### config.mk
export PLATFORM = sky130hd
export DESIGN_NAME = wb_bus_arbiter
export DESIGN_NICKNAME = d
export VERILOG_FILES = /design/src/rtl/wb_bus_arbiter.sv
export SDC_FILE = /design/constraint.sdc
export NUM_CORES = 1
export LEC_CHECK = 0
export ABC_AREA = 1
export BUFFER_PORTS_ARGS = -buffer_cell sky130_fd_sc_hd__buf_4
export CAP_MARGIN = 15
export CORE_AREA = 4 4 120 122
export DETAILED_ROUTE_END_ITERATION = 6
export DIE_AREA = 0 0 124 126
export SLEW_MARGIN = 20
export SYNTH_ARGS = -nofsm -noshare
export SYNTH_HDL_FRONTEND = slang
export SYNTH_SLANG_ARGS = --single-unit
### constraint.sdc
create_clock -name i_clk -period 2.2 [get_ports i_clk]
set_clock_uncertainty 0.05 [all_clocks]
set_input_delay 0.55 -clock i_clk [delete_from_list [all_inputs] [get_ports i_clk]]
set_output_delay 0.55 -clock i_clk [all_outputs]
set_load 0.01 [all_outputs]
### src/rtl/wb_bus_arbiter.sv
// Purpose: shares one pipelined Wishbone master bus between the data port (p0) and the fetch port (p1), one owner per cyc tenure, round-robin on ties.
// Latency: grant one cycle after cyc is seen in IDLE; responses (ack/err/idata) pass through combinationally with zero added latency.
// Backpressure: owner stalls on wb_stall or when MAX_OUTSTANDING strobes are unacknowledged; non-owners are held stalled.
//
// Ports:
//   i_clk, i_reset_n            clock, asynchronous active-low reset
//   p0_* / p1_*                 requester side: cyc/stb/we/addr/sel/odata in, ack/err/stall/idata out
//   wb_*                        shared master side: cyc/stb/we/addr/sel/odata out, ack/stall/err/idata in

module wb_bus_arbiter #(
  parameter int unsigned MAX_OUTSTANDING = 4,
  parameter int unsigned TIMEOUT_CYCLES  = 255
) (
  input  logic        i_clk,
  input  logic        i_reset_n,

  input  logic        p0_cyc,
  input  logic        p0_stb,
  input  logic        p0_we,
  input  logic [29:0] p0_addr,
  input  logic [3:0]  p0_sel,
  input  logic [31:0] p0_odata,
  output logic        p0_ack,
  output logic        p0_err,
  output logic        p0_stall,
  output logic [31:0] p0_idata,

  input  logic        p1_cyc,
  input  logic        p1_stb,
  input  logic        p1_we,
  input  logic [29:0] p1_addr,
  input  logic [3:0]  p1_sel,
  input  logic [31:0] p1_odata,
  output logic        p1_ack,
  output logic        p1_err,
  output logic        p1_stall,
  output logic [31:0] p1_idata,

  output logic        wb_cyc,
  output logic        wb_stb,
  output logic        wb_we,
  output logic [29:0] wb_addr,
  output logic [3:0]  wb_sel,
  output logic [31:0] wb_odata,
  input  logic        wb_ack,
  input  logic        wb_stall,
  input  logic        wb_err,
  input  logic [31:0] wb_idata
);

  localparam logic [3:0]  MAX_OUT   = 4'(MAX_OUTSTANDING);
  localparam logic [15:0] WDOG_LAST = 16'(TIMEOUT_CYCLES - 1);

  typedef enum logic [1:0] {
    IDLE  = 2'd0,
    OWN0  = 2'd1,
    OWN1  = 2'd2,
    ABORT = 2'd3
  } state_t;

  state_t      state;
  logic        last_grant;   // port that most recently entered a tenure
  logic [3:0]  outstanding;  // accepted strobes not yet answered
  logic [15:0] wdog;         // consecutive cycles waiting on a response
  logic        abort_owner;  // port whose tenure was killed by the watchdog

  logic        own0;
  logic        own1;
  logic        owning;
  logic        own_cyc;
  logic        own_stb;
  logic        abort_cyc;
  logic        room;
  logic        resp;
  logic        accept;
  logic        counting;
  logic        timeout;
  logic [3:0]  out_next;

  assign own0   = (state == OWN0);
  assign own1   = (state == OWN1);
  assign owning = own0 | own1;

  // Port 0 is the default mux source, so IDLE and ABORT present port 0's
  // address/data with strobe held low.
  assign own_cyc   = own1 ? p1_cyc : p0_cyc;
  assign own_stb   = own1 ? p1_stb : p0_stb;
  assign abort_cyc = abort_owner ? p1_cyc : p0_cyc;

  assign room = (outstanding < MAX_OUT);

  // ---------------------------------------------------------------------------
  // Master bus
  // ---------------------------------------------------------------------------
  // Strobe is also gated by cyc so a requester never strobes outside a tenure.
  assign wb_cyc   = owning & own_cyc;
  assign wb_stb   = owning & own_cyc & own_stb & room;
  assign wb_we    = own1 ? p1_we    : p0_we;
  assign wb_addr  = own1 ? p1_addr  : p0_addr;
  assign wb_sel   = own1 ? p1_sel   : p0_sel;
  assign wb_odata = own1 ? p1_odata : p0_odata;

  // ---------------------------------------------------------------------------
  // Outstanding tracking and watchdog
  // ---------------------------------------------------------------------------
  assign resp   = wb_ack | wb_err;
  assign accept = wb_stb & ~wb_stall;

  // The watchdog only runs while something is in flight and nothing answers.
  assign counting = owning & (outstanding != 4'd0) & ~resp;
  assign timeout  = counting & (wdog == WDOG_LAST);

  // An accept and a response in the same cycle cancel; a response with
  // nothing in flight is still forwarded but must not underflow the count.
  always_comb begin
    out_next = outstanding;
    if (accept && !resp) begin
      out_next = outstanding + 4'd1;
    end else if (!accept && resp && (outstanding != 4'd0)) begin
      out_next = outstanding - 4'd1;
    end
  end

  // ---------------------------------------------------------------------------
  // Requester responses
  // ---------------------------------------------------------------------------
  // The synthesized timeout error goes to the owner even when the slave
  // reports nothing, so the requester can unwind its own pipeline.
  assign p0_ack   = own0 & wb_ack;
  assign p0_err   = own0 & (wb_err | timeout);
  assign p0_stall = ~own0 | wb_stall | ~room;
  assign p0_idata = own0 ? wb_idata : 32'd0;

  assign p1_ack   = own1 & wb_ack;
  assign p1_err   = own1 & (wb_err | timeout);
  assign p1_stall = ~own1 | wb_stall | ~room;
  assign p1_idata = own1 ? wb_idata : 32'd0;

  // ---------------------------------------------------------------------------
  // Tenure state machine
  // ---------------------------------------------------------------------------
  always_ff @(posedge i_clk or negedge i_reset_n) begin
    if (!i_reset_n) begin
      state       <= IDLE;
      last_grant  <= 1'b1;   // makes port 0 win the first tie
      outstanding <= 4'd0;
      wdog        <= 16'd0;
      abort_owner <= 1'b0;
    end else begin
      case (state)
        IDLE: begin
          outstanding <= 4'd0;
          wdog        <= 16'd0;
          // On a tie the port that did not hold the bus last wins.
          if (p0_cyc && (!p1_cyc || last_grant)) begin
            state      <= OWN0;
            last_grant <= 1'b0;
          end else if (p1_cyc) begin
            state      <= OWN1;
            last_grant <= 1'b1;
          end
        end

        OWN0, OWN1: begin
          if (!own_cyc) begin
            // Owner let go; responses still in flight are dropped.
            state       <= IDLE;
            outstanding <= 4'd0;
            wdog        <= 16'd0;
          end else if (timeout) begin
            state       <= ABORT;
            abort_owner <= own1;
            outstanding <= 4'd0;
            wdog        <= 16'd0;
          end else begin
            outstanding <= out_next;
            wdog        <= counting ? (wdog + 16'd1) : 16'd0;
          end
        end

        ABORT: begin
          // Hold the bus released until the aborted owner drops cyc, so it
          // cannot confuse a fresh tenure with the one that was killed.
          outstanding <= 4'd0;
          wdog        <= 16'd0;
          if (!abort_cyc) begin
            state <= IDLE;
          end
        end

        default: begin
          state <= IDLE;
        end
      endcase
    end
  end

endmodule

==> results of run 1 <==
-- cell usage in the layout (no fill, tap or decap) --
master,Yosys,layout
sky130_fd_sc_hd__buf_4,0,333
sky130_fd_sc_hd__nand2_1,319,304
sky130_fd_sc_hd__inv_1,99,96
sky130_fd_sc_hd__nor2_1,36,34
sky130_fd_sc_hd__dfrtp_1,23,22
sky130_fd_sc_hd__nand3_1,21,18
sky130_fd_sc_hd__nand2_2,3,16
sky130_fd_sc_hd__clkbuf_16,0,7
sky130_fd_sc_hd__buf_16,0,7
sky130_fd_sc_hd__nor2_2,4,5
sky130_fd_sc_hd__xor2_1,5,5
sky130_fd_sc_hd__nor3_1,5,5
sky130_fd_sc_hd__o21ai_0,5,5
sky130_fd_sc_hd__ha_1,9,5
sky130_fd_sc_hd__buf_6,1,5
sky130_fd_sc_hd__inv_2,2,4
sky130_fd_sc_hd__nand4_1,4,4
sky130_fd_sc_hd__a21oi_1,6,4
sky130_fd_sc_hd__ha_4,0,4
sky130_fd_sc_hd__nor2_4,2,3
sky130_fd_sc_hd__nand3_4,0,3
sky130_fd_sc_hd__nand2_4,0,2
sky130_fd_sc_hd__xnor2_1,2,2
sky130_fd_sc_hd__a21oi_2,0,2
sky130_fd_sc_hd__buf_12,0,2
sky130_fd_sc_hd__inv_6,0,1
sky130_fd_sc_hd__nand3_2,1,1
sky130_fd_sc_hd__a21boi_2,0,1
sky130_fd_sc_hd__nand3b_1,1,1
sky130_fd_sc_hd__a31oi_1,1,1
sky130_fd_sc_hd__or2_2,1,1
sky130_fd_sc_hd__fa_1,1,1
sky130_fd_sc_hd__bufinv_16,0,1
sky130_fd_sc_hd__dfstp_2,1,1
sky130_fd_sc_hd__dfrtp_2,0,1
-- final cells by class --
class	instances	area, um^2
clock buffer	3	75.07
clock inverter	1	30.03
fill	1390	6992
inverter	101	384.1
multi-input combinational	427	1997
sequential	24	603.1
tap	176	220.2
timing repair buffer	351	2889
-- state kept, by name, indices dropped and copies added, names as in the netlist --
| signal | flops |
|---|---|
| outstanding | 4 |
| wdog | 16 |
| last_grant | 1 |
| abort_owner | 1 |
| state | 2 |
-- layer usage --
metal / GRT usage / up-vias / routed length [um] / share of wire
li1: - / 2332 / - / -
met1: 0.3043 / 1948 / 8113 / 0.45
met2: 0.3331 / 165 / 8335 / 0.46
met3: 0.05247 / 8 / 1489 / 0.083
met4: 0.02062 / 0 / 104 / 0.0058
met5: 0 / - / 0 / 0
-- worst reg2reg max path, cell delays in order, from the launching register on --
cell	delay (ns)
sky130_fd_sc_hd__dfrtp_2	0.42
sky130_fd_sc_hd__inv_2	0.07
sky130_fd_sc_hd__ha_4	0.27
sky130_fd_sc_hd__buf_4	0.11
sky130_fd_sc_hd__nand3_4	0.09
sky130_fd_sc_hd__nor2_4	0.17
sky130_fd_sc_hd__nand3_4	0.11
sky130_fd_sc_hd__ha_4	0.30
sky130_fd_sc_hd__nand3_1	0.09
sky130_fd_sc_hd__nand2_1	0.08
sky130_fd_sc_hd__nand2_1	0.05
sky130_fd_sc_hd__nand2_1	0.06
sky130_fd_sc_hd__inv_1	0.04
sky130_fd_sc_hd__nand2_1	0.05
sky130_fd_sc_hd__nand2_1	0.05
sky130_fd_sc_hd__nand2_1	0.06
sky130_fd_sc_hd__nand2_1	0.04
-- cell families after synthesis --
logic type,after synthesis
compound gates,13
xor+xnor,7
fa+ha+maj,10
buf+inv,124
flops,24
simple gates,397
-- power by group through the flow --
| stage | logic (mW) | registers [mW] | clock network [mW] |
|---|---|---|---|
| floorplan | 2.16 | 0.553 | 0 |
| global placement | 4.60 | 0.557 | 0 |
| detailed placement | 4.58 | 0.555 | 0 |
| CTS | 5.13 | 0.552 | 0.537 |
| global route | 5.97 | 0.562 | 0.552 |
| finish | 5.48 | 0.557 | 0.525 |
-- worst max path at each step --
stage | slack [ns] | end
after floorplan | 0.008 | outstanding[3]
after global placement | 0.03 | outstanding[3]
after detailed placement | 0.003 | outstanding[3]
after CTS | -0.11 | p0_err
after global routing | -0.20 | outstanding[3]
final | -0.07 | p0_err
-- timing repair --
item	in CTS	in global routing
setup endpoints to repair	39	142
gates resized for setup	23	26
cloned	6	4
pin swaps	4	5
setup buffers	4	4
==> summary.txt, run 1 <==
Synthesis
  • Top-count cell post-synth: sky130_fd_sc_hd__nand2_1
  • Most used standard cells in the synthesized netlist: 319 x sky130_fd_sc_hd__nand2_1, 99 x sky130_fd_sc_hd__inv_1, 36 x sky130_fd_sc_hd__nor2_1
  • Adder-Cell Fraction of Synth Area: 0.04544
  • Area fraction in compound gates after synthesis: 0.02357
  • Primary FF master, synth: sky130_fd_sc_hd__dfrtp_1
  • Per-instance average area after synthesis: ~5 um^2
  • Synthesized netlist net count: 760
  • Post-Synth Simple-Gate Area: 0.5405
  • Yosys warning count: 0
  • Proportion of synthesized flip-flops having asynchronous set or reset: 1.000
  • Post-synth top area share: 0.4102
  • Xor/xnor cell area share of the yosys netlist: 0.02100
  • Largest family of logic cells by synthesized area: simple AND/OR/NAND/NOR gates
  • Count of distinct cell types in the synthesized netlist: 27
  • Biggest area contributors in the synthesized netlist: sky130_fd_sc_hd__nand2_1 41%, sky130_fd_sc_hd__dfrtp_1 20%, sky130_fd_sc_hd__inv_1 13%
  • Post-Synthesis Cells: 575
  • Share of synthesized area spent on multiplexers: 0
  • Library cell occupying the most area in the post-synthesis netlist: sky130_fd_sc_hd__nand2_1
  • Seq/Total Area, Yosys: 0.2062
  • Summed instance area of the synthesized netlist: a little under 3000 um^2
  • Number of synthesized flops with an enable pin: 0
  • Synth Register Bits: 24

Power and ir drop
  • Switching fraction of total power: 0.4768
  • Cell leakage power: slightly below 4 nW
  • Internal Power: about 3.4 mW
  • Power density over the cells: 1059 nW/um^2
  • Maximum vdd ir drop: around 430 uV
  • Clk network pwr share: 0.080
  • Net Sw Power: between 3 and 4 mW
  • Part of the total power dissipated in sequential elements: 0.085
  • Pwr Total: approximately 6.6 mW
  • Proportion of power drawn by combinational gates: 0.835

STA
  • Sum of negative setup slack: -0.2571 ns
  • RSZ-0062 raised after global routing: true
  • Number of max-slew violations in the final report: 0
  • Fraction of the cycle the final worst path needs: 1.030
  • Final setup viols: 14
  • Slew at the pin closest to its max-slew limit: about 0.31 ns
  • Final Critical Period: ~2.3 ns
  • Highest clock frequency the design can meet: 0.4414 GHz
  • Final Hold Vio Count: 0
  • Final setup margin: -0.06558 ns
  • Tightest hold margin: ~0.13 ns
  • Worst-case headroom to the max-slew limit: 0.7935

Clock tree
  • Clock transition at the registers of the reported paths: about 0.06 ns
  • Maximum number of buffers from clock root to sink: 2
  • CTS tree: built
  • Number of CTS-inserted buffers: 3
  • CTS Hold Bufs: 0
  • Clock latency at the later pin of the worst-skew pair: 0.26 ns
  • CTS Root Cell: sky130_fd_sc_hd__clkbuf_16
  • Deepest level of the CTS H-tree: 1
  • Clock sink total: 24

Place
  • Routability Congestion: 0.9539
  • Placement Cell Area: ~5600 um^2
  • Port-buffer cells: 313
  • DP HPWL: 14,160 um
  • Placed Cells incl. Taps: 1,063
  • Worst setup slack before clock tree synthesis: between 0.002 and 0.003 ns

Critical path
  • Critical path depth in cells: 8
  • Max FO, Critical Path: 4
  • Worst setup EP type: output pin
  • Family with the most delay on the worst path: flip-flops
  • Register-to-Register Path Depth: 16
  • Required time of the critical path: 1.60 ns
  • Worst setup slack for register-to-register paths: -0.01 ns
  • Peak per-stage delay on the critical path: 0.42 ns
  • Worst r2r src: state[1]
  • Buffers plus inverters on the worst setup path: 3
  • Worst setup path category: reg2out
  • Terminus of the critical flop-to-flop path: outstanding[3]
  • Cells along the critical path: inv_2 > ha_4 > buf_6 > nand2_4 > nor2_4 > nand3_4 > a21boi_2 > buf_4
  • Arrival time reported for the critical path endpoint: approximately 1.7 ns
  • Cell with the biggest individual delay on the critical path: sky130_fd_sc_hd__dfrtp_2
  • Source of the critical timing path: state[1]
  • Kind of start point of the critical path: flip-flop

Detailed routing
  • Routed Wire Length: between 15,000 and 20,000 um
  • Via count: around 4,500
  • Drt drc: 0
  • Pre-Repair DR Iteration Count: 4
  • Number of nets with antenna violations after detailed routing: 0
  • Vias per std cell: just over 4
  • Post-DR wirelength/cell: between 15 and 20 um
  • First-iteration detailed-routing DRC count: between 150 and 200

GRT
  • Congestion Overflow GR: 0
  • Number of antenna violations at the first check in global routing: 0
  • Global-route wire length before repair: ~25,000 um
  • Total global routing track utilization: 0.2120
  • Largest net degree at the start of global routing: 36
  • Vias in the first global route: ~4,300

Finish
  • Non-filler cells, final: between 1,000 and 1,500
  • Final core occ: 0.4699
  • Final standard cell area without fillers: 6198 um^2
  • Final antenna diode count: 0
  • Synthesis-to-finish area growth: 112.3%
  • Net count, final: 1,093
  • Proportion of layout cells with a drive suffix above 1: 0.4410

Die
  • DIE WIDTH: roughly 120 um
  • DIE AREA: roughly 16,000 um^2
  • Core Rows: 42
  • Core Area: around 13,000 um^2
  • Starting density of the core: 0.2213
  • Die boundary height: ~130 um
  • I/O pins: between 300 and 400

Run status
  • Failing checks: negative setup slack
  • Status: finished, violations left

Worst hold path
  • Class of the most critical hold timing path: in2async

Run
  • Max-cap viol count: 0
Power figures use the tool's default switching activity.
==> run 2: changes to the inputs <==
Settings changed: GPL_ROUTABILITY_DRIVEN set to 0, SETUP_SLACK_MARGIN set to 0.15.
==> run 2 against run 1 <==
  * The flow still finishes with violations (negative setup slack)
  * Die area is the same
  * Cell area up 20%
  * Sequential cell count stayed put
  * Non-clock buffer count increased by 18
  * Hold slack improved by 0.0030 ns
  * Global-route usage increased by 3.5 points
  * Count of clock-buffer cells in the layout grew 1
  * Largest cell class unchanged
  * Largest power group unchanged
==> summary.txt, run 2 (synthesis gave the netlist of run 1 again) <==
Clock tree
  • Clock transition at the registers of the reported paths: around 0.060 ns
  • Clock sink total: 24
  • Clock latency at the later pin of the worst-skew pair: 0.26 ns
  • Number of CTS-inserted buffers: 3
  • CTS tree: built
  • Deepest level of the CTS H-tree: 1
  • Maximum number of buffers from clock root to sink: 2
  • CTS Root Cell: sky130_fd_sc_hd__clkbuf_16

Critical path
  • Max FO, Critical Path: 6
  • Arrival time reported for the critical path endpoint: between 1.5 and 2 ns
  • Worst setup path category: reg2out
  • Required time of the critical path: about 1.6 ns
  • Kind of start point of the critical path: flip-flop
  • Worst setup EP type: output pin

Finish
  • Synthesis-to-finish area growth: 155.3%
  • Commonest non-fill, non-tap cells in the layout: 249 x sky130_fd_sc_hd__buf_4, 206 x sky130_fd_sc_hd__nand2_1, 92 x sky130_fd_sc_hd__buf_6, 61 x sky130_fd_sc_hd__nand2_4, 55 x sky130_fd_sc_hd__inv_1
  • Largest register FFs: 16
  • Proportion of layout cells with a drive suffix above 1: 0.6054
  • Most common library cell in the layout ignoring fill and taps: sky130_fd_sc_hd__buf_4
  • Number of inserted filler cells in the final layout: around 1,200
  • Top reg by flops: wdog
  • Net count, final: 1,111
  • Largest registers: wdog (16), outstanding (4), state (2)

Power and ir drop
  • Part of the total power dissipated in sequential elements: 0.067
  • Power density over the cells: 1122 nW/um^2
  • Maximum vdd ir drop: 591.6 uV
  • Cell leakage power: 4.500 nW
  • Internal Power: 4.361 mW
  • Clk network pwr share: 0.052
  • Switching fraction of total power: 0.4781
  • Proportion of power drawn by combinational gates: 0.881
  • Net Sw Power: around 4.0 mW

STA
  • Final setup viols: 69
  • Slew at the pin closest to its max-slew limit: 0.3139 ns
  • Worst-case headroom to the max-slew limit: 0.7899
  • Number of max-slew violations in the final report: 0
  • Final Hold Vio Count: 0
  • RSZ-0062 raised after global routing: true
  • Sum of negative setup slack: -2.518 ns
  • Highest clock frequency the design can meet: ~0.43 GHz
  • Final setup margin: -0.1050 ns
  • Final Critical Period: ~2.3 ns
  • Fraction of the cycle the final worst path needs: 1.048

Die
  • Core Area: 13,190 um^2
  • DIE WIDTH: 124 um
  • Die boundary height: approximately 130 um
  • DIE AREA: about 16,000 um^2
  • I/O pins: roughly 310
  • Core Rows: between 40 and 50
  • Starting density of the core: 0.2213

Run
  • Max-cap viol count: 0

Detailed routing
  • Pre-Repair DR Iteration Count: 4
  • Post-DR wirelength/cell: slightly above 20 um
  • First-iteration detailed-routing DRC count: 431
  • Drt drc: 0
  • Via count: between 4,000 and 5,000
  • Vias per std cell: approximately 4.5
  • Number of nets with antenna violations after detailed routing: 0
  • Routed Wire Length: approximately 23,000 um

Place
  • Port-buffer cells: between 300 and 400
  • DP HPWL: approximately 17,000 um
  • Worst setup slack before clock tree synthesis: about 0.05 ns

GRT
  • Congestion Overflow GR: 0
  • Total global routing track utilization: 0.2468
  • Largest net degree at the start of global routing: 45
  • Vias in the first global route: around 4,400
  • Global-route wire length before repair: roughly 28,000 um
  • Number of antenna violations at the first check in global routing: 7

Run status
  • Status: finished, violations left
  • Failing checks: negative setup slack

Worst hold path
  • Class of the most critical hold timing path: in2async
## run 2: path summary, 6_finish.rpt
| path | start | end | slack (ns) | cells past startpoint |
|---|---|---|---|---|
| max reg2reg | state[0] | outstanding[2] | -0.01 | 14 |
| min | i_reset_n | wdog[7] | 0.13 | 1 |
| max | state[0] | p0_idata[4] | -0.11 | 8 |
| min reg2reg | wdog[0] | wdog[0] | 0.44 | 1 |
| min in group i_clk | wdog[0] | wdog[0] | 0.44 | 1 |
| max in group asynchronous | i_reset_n | last_grant | 1.68 | 1 |
## run 2: worst max-delay path, stage by stage, from the launching register on
cell and delay (ns):
sky130_fd_sc_hd__dfrtp_1 0.40, sky130_fd_sc_hd__buf_4 0.14, sky130_fd_sc_hd__buf_6 0.12, sky130_fd_sc_hd__ha_4 0.19, sky130_fd_sc_hd__buf_12 0.14, sky130_fd_sc_hd__clkbuf_16 0.15, sky130_fd_sc_hd__nand2_1 0.09, sky130_fd_sc_hd__inv_1 0.07
sky130_fd_sc_hd__buf_4 0.14
## run 2: layout make-up
cell class | instances | area (um^2) | area share
tap | 176 | 220.2 | 0.02955
inverter | 101 | 391.6 | 0.05256
timing repair buffer | 369 | 3538 | 0.4749
sequential | 24 | 601.8 | 0.08077
clock buffer | 4 | 88.84 | 0.01192
multi-input combinational | 427 | 2608 | 0.3500
antenna | 1 | 2.502 | 0.0003359
## run 2: power by group through the flow
stage / clock (mW) / sequential, mW / combinational [mW]
CTS: 0.450 / 0.555 / 5.48
global placement: 0 / 0.566 / 4.53
finish: 0.436 / 0.563 / 7.36
floorplan: 0 / 0.557 / 2.22
detailed placement: 0 / 0.570 / 4.54
global route: 0.468 / 0.568 / 7.70
## run 2: metal layers
layer,wire length (um),vias to the layer above,global-route usage,share of wire
li1,-,2375,-,-
met1,9934,2277,0.3611,0.44
met2,9940,252,0.3481,0.44
met3,2680,24,0.1072,0.12
met4,161,12,0.02255,0.0071
met5,76,-,0,0.0033
## run 2: what timing repair did
| action | in CTS | in global routing |
|---|---|---|
| hold endpoints to repair | 0 | 0 |
| hold buffers | 0 | 0 |
| pin swaps | 6 | 30 |
| gates resized for setup | 106 | 248 |
| setup buffers | 14 | 9 |
| cloned | 4 | 14 |
| endpoints found under the setup margin | 134 | 154 |
## run 2: metrics by stage
stage               cell area [um^2]  total power [mW]  std cells  hold WS (ns)  utilization
finish                          7451             8.357       1102        0.1325       0.5649
floorplan                       2978             2.773        575        0.2044            -
detailed placement              5588             5.111       1056        0.4224       0.4236
global route                    7451             8.737       1102        0.1576       0.5649
CTS                             6248             6.490       1078        0.1405       0.4737
global placement                5588             5.098       1056        0.4225       0.4236
